`config.mk`:
```
export PLATFORM = sky130hd
export DESIGN_NAME = adc_channel_scanner
export DESIGN_NICKNAME = d
export VERILOG_FILES = /design/src/rtl/voltmeter_pkg.sv /design/src/rtl/mv_scaler.sv /design/src/rtl/adc_channel_scanner.sv
export SDC_FILE = /design/constraint.sdc
export NUM_CORES = 1
export LEC_CHECK = 0
export BUFFER_PORTS_ARGS = -buffer_cell sky130_fd_sc_hd__clkbuf_2
export CORE_MARGIN = 2
export CORE_UTILIZATION = 50
export CTS_BUF_LIST = sky130_fd_sc_hd__clkbuf_16
export DETAILED_ROUTE_END_ITERATION = 10
export HOLD_SLACK_MARGIN = 0.08
export PLACE_DENSITY = 0.68
export SLEW_MARGIN = 20
export SYNTH_ARGS = -nofsm -noshare
export SYNTH_HDL_FRONTEND = slang
export SYNTH_SLANG_ARGS = --single-unit
```
`constraint.sdc`:
```
create_clock -name clk -period 13 [get_ports clk]
set_clock_uncertainty 0.15 [all_clocks]
set_input_delay 2.6 -clock clk [delete_from_list [all_inputs] [get_ports clk]]
set_output_delay 2.6 -clock clk [all_outputs]
set_load 0.02 [all_outputs]
```
`src/rtl/voltmeter_pkg.sv`:
```
// Shared constants, state encoding and helpers for the PmodAD2 voltmeter path.
package voltmeter_pkg;

  localparam int unsigned NUM_CH_DEF   = 4;
  localparam int unsigned ADC_BITS_DEF = 12;
  localparam int unsigned AVG_LOG2_DEF = 3;
  localparam int unsigned DISCARD_DEF  = 1;
  localparam int unsigned VREF_MV_DEF  = 3300;
  localparam int unsigned MV_BITS      = 12;
  localparam int unsigned CH_W         = 2;
  localparam int unsigned MAX_CH       = 4;

  localparam logic [7:0] CFG_CH0 = 8'h10;

  localparam logic [2:0] ST_IDLE    = 3'd0;
  localparam logic [2:0] ST_CONFIG  = 3'd1;
  localparam logic [2:0] ST_DISCARD = 3'd2;
  localparam logic [2:0] ST_ACCUM   = 3'd3;
  localparam logic [2:0] ST_SCALE   = 3'd4;
  localparam logic [2:0] ST_STORE   = 3'd5;

  typedef enum logic [2:0] {
    S_IDLE    = ST_IDLE,
    S_CONFIG  = ST_CONFIG,
    S_DISCARD = ST_DISCARD,
    S_ACCUM   = ST_ACCUM,
    S_SCALE   = ST_SCALE,
    S_STORE   = ST_STORE
  } scan_state_e;

  // Config byte selecting channel ch: one-hot in bits [7:4].
  function automatic logic [7:0] cfg_byte(input logic [CH_W-1:0] ch);
    return CFG_CH0 << ch;
  endfunction

endpackage

```
`src/rtl/mv_scaler.sv`:
```
// Converts an averaged raw ADC code to millivolts: (avg * VREF_MV) >> ADC_BITS, one cycle latency.
module mv_scaler
  import voltmeter_pkg::*;
#(
  parameter int unsigned ADC_BITS = ADC_BITS_DEF,
  parameter int unsigned VREF_MV  = VREF_MV_DEF
) (
  input  logic                clk,
  input  logic                rst,
  input  logic [ADC_BITS-1:0] avg,
  output logic [MV_BITS-1:0]  mv
);

  localparam int unsigned PROD_W = 2 * ADC_BITS;

  logic [PROD_W-1:0] prod_c;

  assign prod_c = PROD_W'(avg) * PROD_W'(VREF_MV);

  always_ff @(posedge clk or negedge rst) begin
    if (!rst) begin
      mv <= '0;
    end else begin
      mv <= MV_BITS'(prod_c >> ADC_BITS);
    end
  end

endmodule

```
`src/rtl/adc_channel_scanner.sv`:
```
// Automatic PmodAD2 channel sequencer: configures each channel, drops settling samples,
// averages a block of conversions, scales to mV and holds one result per channel.
module adc_channel_scanner
  import voltmeter_pkg::*;
#(
  parameter int unsigned NUM_CH   = NUM_CH_DEF,
  parameter int unsigned ADC_BITS = ADC_BITS_DEF,
  parameter int unsigned AVG_LOG2 = AVG_LOG2_DEF,
  parameter int unsigned DISCARD  = DISCARD_DEF,
  parameter int unsigned VREF_MV  = VREF_MV_DEF
) (
  input  logic                clk,
  input  logic                rst,
  input  logic                enable,
  input  logic                sample_valid,
  input  logic [ADC_BITS-1:0] sample_data,
  output logic [7:0]          cfg_addr,
  output logic                cfg_update,
  input  logic [CH_W-1:0]     disp_sel,
  output logic [MV_BITS-1:0]  disp_mv,
  output logic                disp_valid,
  output logic                scan_done
);

  localparam int unsigned ACC_W  = ADC_BITS + AVG_LOG2;
  localparam int unsigned CNT_W  = (AVG_LOG2 > 3) ? AVG_LOG2 : 3;
  localparam int unsigned N_SAMP = 1 << AVG_LOG2;

  scan_state_e        state, state_nxt;
  logic [CH_W-1:0]    ch, ch_nxt;
  logic [CNT_W-1:0]   cnt, cnt_nxt;
  logic [ACC_W-1:0]   acc, acc_nxt;
  logic [7:0]         cfg_addr_nxt;
  logic               cfg_update_nxt;
  logic               scan_done_nxt;
  logic [MV_BITS-1:0] result     [MAX_CH];
  logic [MV_BITS-1:0] result_nxt [MAX_CH];
  logic [MAX_CH-1:0]  valid, valid_nxt;
  logic [ADC_BITS-1:0] avg_c;
  logic [MV_BITS-1:0] scaled_mv;

  assign avg_c = ADC_BITS'(acc >> AVG_LOG2);

  mv_scaler #(
    .ADC_BITS (ADC_BITS),
    .VREF_MV  (VREF_MV)
  ) u_scaler (
    .clk (clk),
    .rst (rst),
    .avg (avg_c),
    .mv  (scaled_mv)
  );

  // State and datapath registers.
  always_ff @(posedge clk or negedge rst) begin
    if (!rst) begin
      state      <= S_IDLE;
      ch         <= '0;
      cnt        <= '0;
      acc        <= '0;
      cfg_addr   <= CFG_CH0;
      cfg_update <= 1'b0;
      scan_done  <= 1'b0;
      valid      <= '0;
      result     <= '{default: '0};
    end else begin
      state      <= state_nxt;
      ch         <= ch_nxt;
      cnt        <= cnt_nxt;
      acc        <= acc_nxt;
      cfg_addr   <= cfg_addr_nxt;
      cfg_update <= cfg_update_nxt;
      scan_done  <= scan_done_nxt;
      valid      <= valid_nxt;
      result     <= result_nxt;
    end
  end

  // Next-state and register updates; dropping enable abandons the current block.
  always_comb begin
    state_nxt      = state;
    ch_nxt         = ch;
    cnt_nxt        = cnt;
    acc_nxt        = acc;
    cfg_addr_nxt   = cfg_addr;
    cfg_update_nxt = 1'b0;
    scan_done_nxt  = 1'b0;
    valid_nxt      = valid;
    result_nxt     = result;

    if (!enable) begin
      state_nxt = S_IDLE;
      cnt_nxt   = '0;
      acc_nxt   = '0;
    end else begin
      unique case (state)
        S_IDLE: state_nxt = S_CONFIG;
        S_CONFIG: begin
          cfg_addr_nxt   = cfg_byte(ch);
          cfg_update_nxt = 1'b1;
          cnt_nxt        = '0;
          acc_nxt        = '0;
          state_nxt      = (DISCARD > 0) ? S_DISCARD : S_ACCUM;
        end
        S_DISCARD: begin
          if (sample_valid) begin
            if (cnt == CNT_W'(DISCARD - 1)) begin
              cnt_nxt   = '0;
              state_nxt = S_ACCUM;
            end else begin
              cnt_nxt = cnt + CNT_W'(1);
            end
          end
        end
        S_ACCUM: begin
          if (sample_valid) begin
            acc_nxt = acc + ACC_W'(sample_data);
            if (cnt == CNT_W'(N_SAMP - 1)) begin
              cnt_nxt   = '0;
              state_nxt = S_SCALE;
            end else begin
              cnt_nxt = cnt + CNT_W'(1);
            end
          end
        end
        S_SCALE: state_nxt = S_STORE;
        S_STORE: begin
          result_nxt[ch] = scaled_mv;
          valid_nxt[ch]  = 1'b1;
          if (ch == CH_W'(NUM_CH - 1)) begin
            ch_nxt        = '0;
            scan_done_nxt = 1'b1;
          end else begin
            ch_nxt = ch + CH_W'(1);
          end
          state_nxt = S_CONFIG;
        end
        default: state_nxt = S_IDLE;
      endcase
    end
  end

  // Display read port; unused channel slots stay zero and invalid.
  always_ff @(posedge clk or negedge rst) begin
    if (!rst) begin
      disp_mv    <= '0;
      disp_valid <= 1'b0;
    end else begin
      disp_mv    <= result[disp_sel];
      disp_valid <= valid[disp_sel];
    end
  end

endmodule

```
==> flow_summary.toml <==
[place]
dpl_worst_slack_ns = 8.179
dp_hpwl_mm = 9.511
placed_cells = 788
placed_area_um2 = 7276
place_congestion = 0.9048
io_buffer_count = 36

[clock_network]
cts-root-buf = "clkbuf_16"
clock-sinks = 106
numCtsBuffers = 9
clockBufferDepth = 2
cts_tree = "done"
hold_buffers = 0
clk_pin_slew_ns = 0.08
cts_max_level = 3
cts_setup_buffers = 0
cts_resized = 0
clock_latency_ns = 0.35

[floorplan]
start_util = 0.5067
io_pins = 41
rows = 43
die_h_um = 122.1
die_x_um = 122.1
die-area_um2 = 14920
coreArea_um2 = 13770

[job]
maxCapViolations = 0

[timing]
setup_tns_ns = 0
hold_viol_final = 0
drv_slew = 0
min_period_over_period = 0.3534
worst_slack_ns = 8.405
rsz0062_at_grt = "false"
holdWs_ns = 0.3187
setup_viol = 0
layout_min_cycle_time_ns = 4.595
worst_pin_slew_ns = 0.8015
max_freq_mhz = 217.6
relSlewSlack = 0.4657

[worst_setup_path]
worstSetupPathType = "register to register"
ff2ff_path_depth = 15
r2r_slack_ns = 8.41
cp-start-kind = "register"
cp_max_fo = 6
critPathRequiredTime_ns = 13.14
r2r-end = "u_scaler.mv[8]$_DFF_PN0_"
reg2reg_from = "acc[7]$_DFFE_PN0P_"
crit_arrival_ns = 4.74
end_kind = "register"

[synthesis]
yosysSeqAreaShare = 0.3802
synthCells = 587
yosys.area.top_type = "dfrtp_1"
synth_edf_count = 0
synth_common_cells = "dfrtp_1 (105), ha_1 (91), inv_1 (60)"
ys_types = 56
synth_area_leaders = "dfrtp_1 (38%), ha_1 (16%), fa_1 (8.3%), mux2_2 (6.5%), mux4_2 (4.2%)"
yosysWarnings = 0
yosysMostFrequentCell = "dfrtp_1"
ys_ff_latch = 106
synth_area_um2 = 6979
syn_area_per_cell_um2 = 11.89
netlist.area_leader.share = 0.3765
synthArstFlopShare = 1.000
ys_dominant_reg_cell = "dfrtp_1"

[detailed_routing]
viasPerCell = 5.427
ant_nets = 0
wl_per_cell_um = 15.70
drt_iter0_markers = 172
wl_mm = 12.63
vias = 4363
dr.pass1.iters = 4
detail_route.drc_violations = 0

[global_routing]
grt_pass1_vias = 4396
grt_usage = 0.1841
grt_pass1_wl_mm = 21.51
antenna_found_initial = 0
grt-ovfl-total = 0
grt_max_degree = 67

[finish]
drive_gt1_frac = 0.2083
final_cells = 804
multi_input_area_um2 = 3978
area_growth_pct = 8.569
antenna_cells = 0
final-seq-area_um2 = 2654
n_fill_cell = 1200
final_area_um2 = 7577
fin_nets = 757

[hold_path]
hp-class = "register to register"
hold_end = "valid[2]$_DFFE_PN0P_"
hold_depth = 1
min-delay-start = "valid[2]$_DFFE_PN0P_"

[power]
p_leak_nw = 4.222
power_density_nw_per_um2 = 102.4
vdd_drop_max_uv = 72.26

[run_status]
status = "finished, final reports clean"
==> report_power, final <==
| part | internal, mW | switching [mW] |
|---|---|---|
| clock | 0.151 | 0.124 |
| combinational | 0.0536 | 0.0823 |
| sequential | 0.348 | 0.0173 |
| total | 0.552 | 0.224 |
==> routing by layer <==
metal | part of all wire | wire length, um | GRT usage
met5 | 0 | 0 | 0
met1 | 0.47 | 5932 | 0.2433
met4 | 0.011 | 137 | 0.04957
met3 | 0.029 | 364 | 0.04026
met2 | 0.49 | 6192 | 0.3073
==> worst max-delay path: stages, from the launching register on <==
cell and delay (ns):
dfrtp_1 0.48, ha_1 0.35, inv_1 0.06, fa_1 0.53
inv_1 0.05, fa_1 0.53, inv_1 0.06, fa_1 0.53
inv_1 0.04, ha_1 0.33, ha_1 0.40, a21oi_1 0.15
o21ai_0 0.12, o21bai_2 0.27, nor4b_1 0.33, a211o_1 0.15
==> layout make-up <==
class / instances / share of cell area
Clock buffer: 9 / 0.02972
Clock inverter: 7 / 0.01007
Inverter: 61 / 0.03022
Multi-Input combinational cell: 404 / 0.5249
Sequential cell: 106 / 0.3502
Tap cell: 180 / 0.02972
Timing Repair Buffer: 37 / 0.02510
==> registers in the layout, summed over array words and instances, names as in the netlist <==
register and flops:
acc 15, cfg_addr 4, cfg_update 1, ch 2, cnt 3, disp_mv 12
disp_valid 1, result 48, scan_done 1, state 3, u_scaler.mv 12, valid 4
==> cells in the final DEF (no fill, tap or decap), types with 5 or more instances in the layout <==
cell / netlist / layout
a211oi_1: 10 / 10
a21o_1: 8 / 8
a21oi_1: 25 / 25
clkbuf_16: 0 / 9
clkbuf_2: 0 / 35
dfrtp_1: 105 / 105
fa_1: 29 / 29
ha_1: 91 / 91
inv_1: 60 / 60
mux2_2: 40 / 40
mux2_4: 8 / 8
mux4_2: 13 / 13
nand2_1: 31 / 31
nand2b_1: 11 / 11
nand4_1: 5 / 5
nor2_1: 18 / 18
o21ai_0: 29 / 29
xnor2_1: 12 / 12
xor2_1: 9 / 9
==> through the flow <==
step                power [mW]    util
floorplan               0.4695       -
global placement        0.5025  0.5283
detailed placement      0.5081  0.5283
CTS                     0.7840  0.5501
global route            0.8198  0.5501
finish                  0.7756  0.5501
==> worst max-delay path by stage <==
stage | startpoint | to | slack (ns) | depth (start not counted)
floorplan | sample_data[0] | acc[14]$_DFFE_PN0P_ | 8.49 | 9
CTS | acc[7]$_DFFE_PN0P_ | u_scaler.mv[8]$_DFF_PN0_ | 8.37 | 15
detailed placement | sample_data[0] | acc[14]$_DFFE_PN0P_ | 8.18 | 10
finish | acc[7]$_DFFE_PN0P_ | u_scaler.mv[8]$_DFF_PN0_ | 8.41 | 15
global placement | sample_data[0] | acc[14]$_DFFE_PN0P_ | 8.27 | 10
global route | acc[4]$_DFFE_PN0P_ | u_scaler.mv[8]$_DFF_PN0_ | 8.16 | 15
==> kinds of logic (layout without fill, tap and decap cells) <==
group / after synthesis / after routing / synth area share
AO/OA/AOI/OAI: 103 / 103 / 0.09502
XOR/XNOR: 21 / 21 / 0.02635
adder cells (fa/ha/maj): 120 / 120 / 0.2463
buffers and inverters: 80 / 114 / 0.05145
flip-flops: 106 / 106 / 0.3802
multiplexers: 67 / 67 / 0.1330
other: 1 / 4 / 0.0005373
AND/OR/NAND/NOR: 89 / 89 / 0.06705
Power figures use the tool's default switching activity.
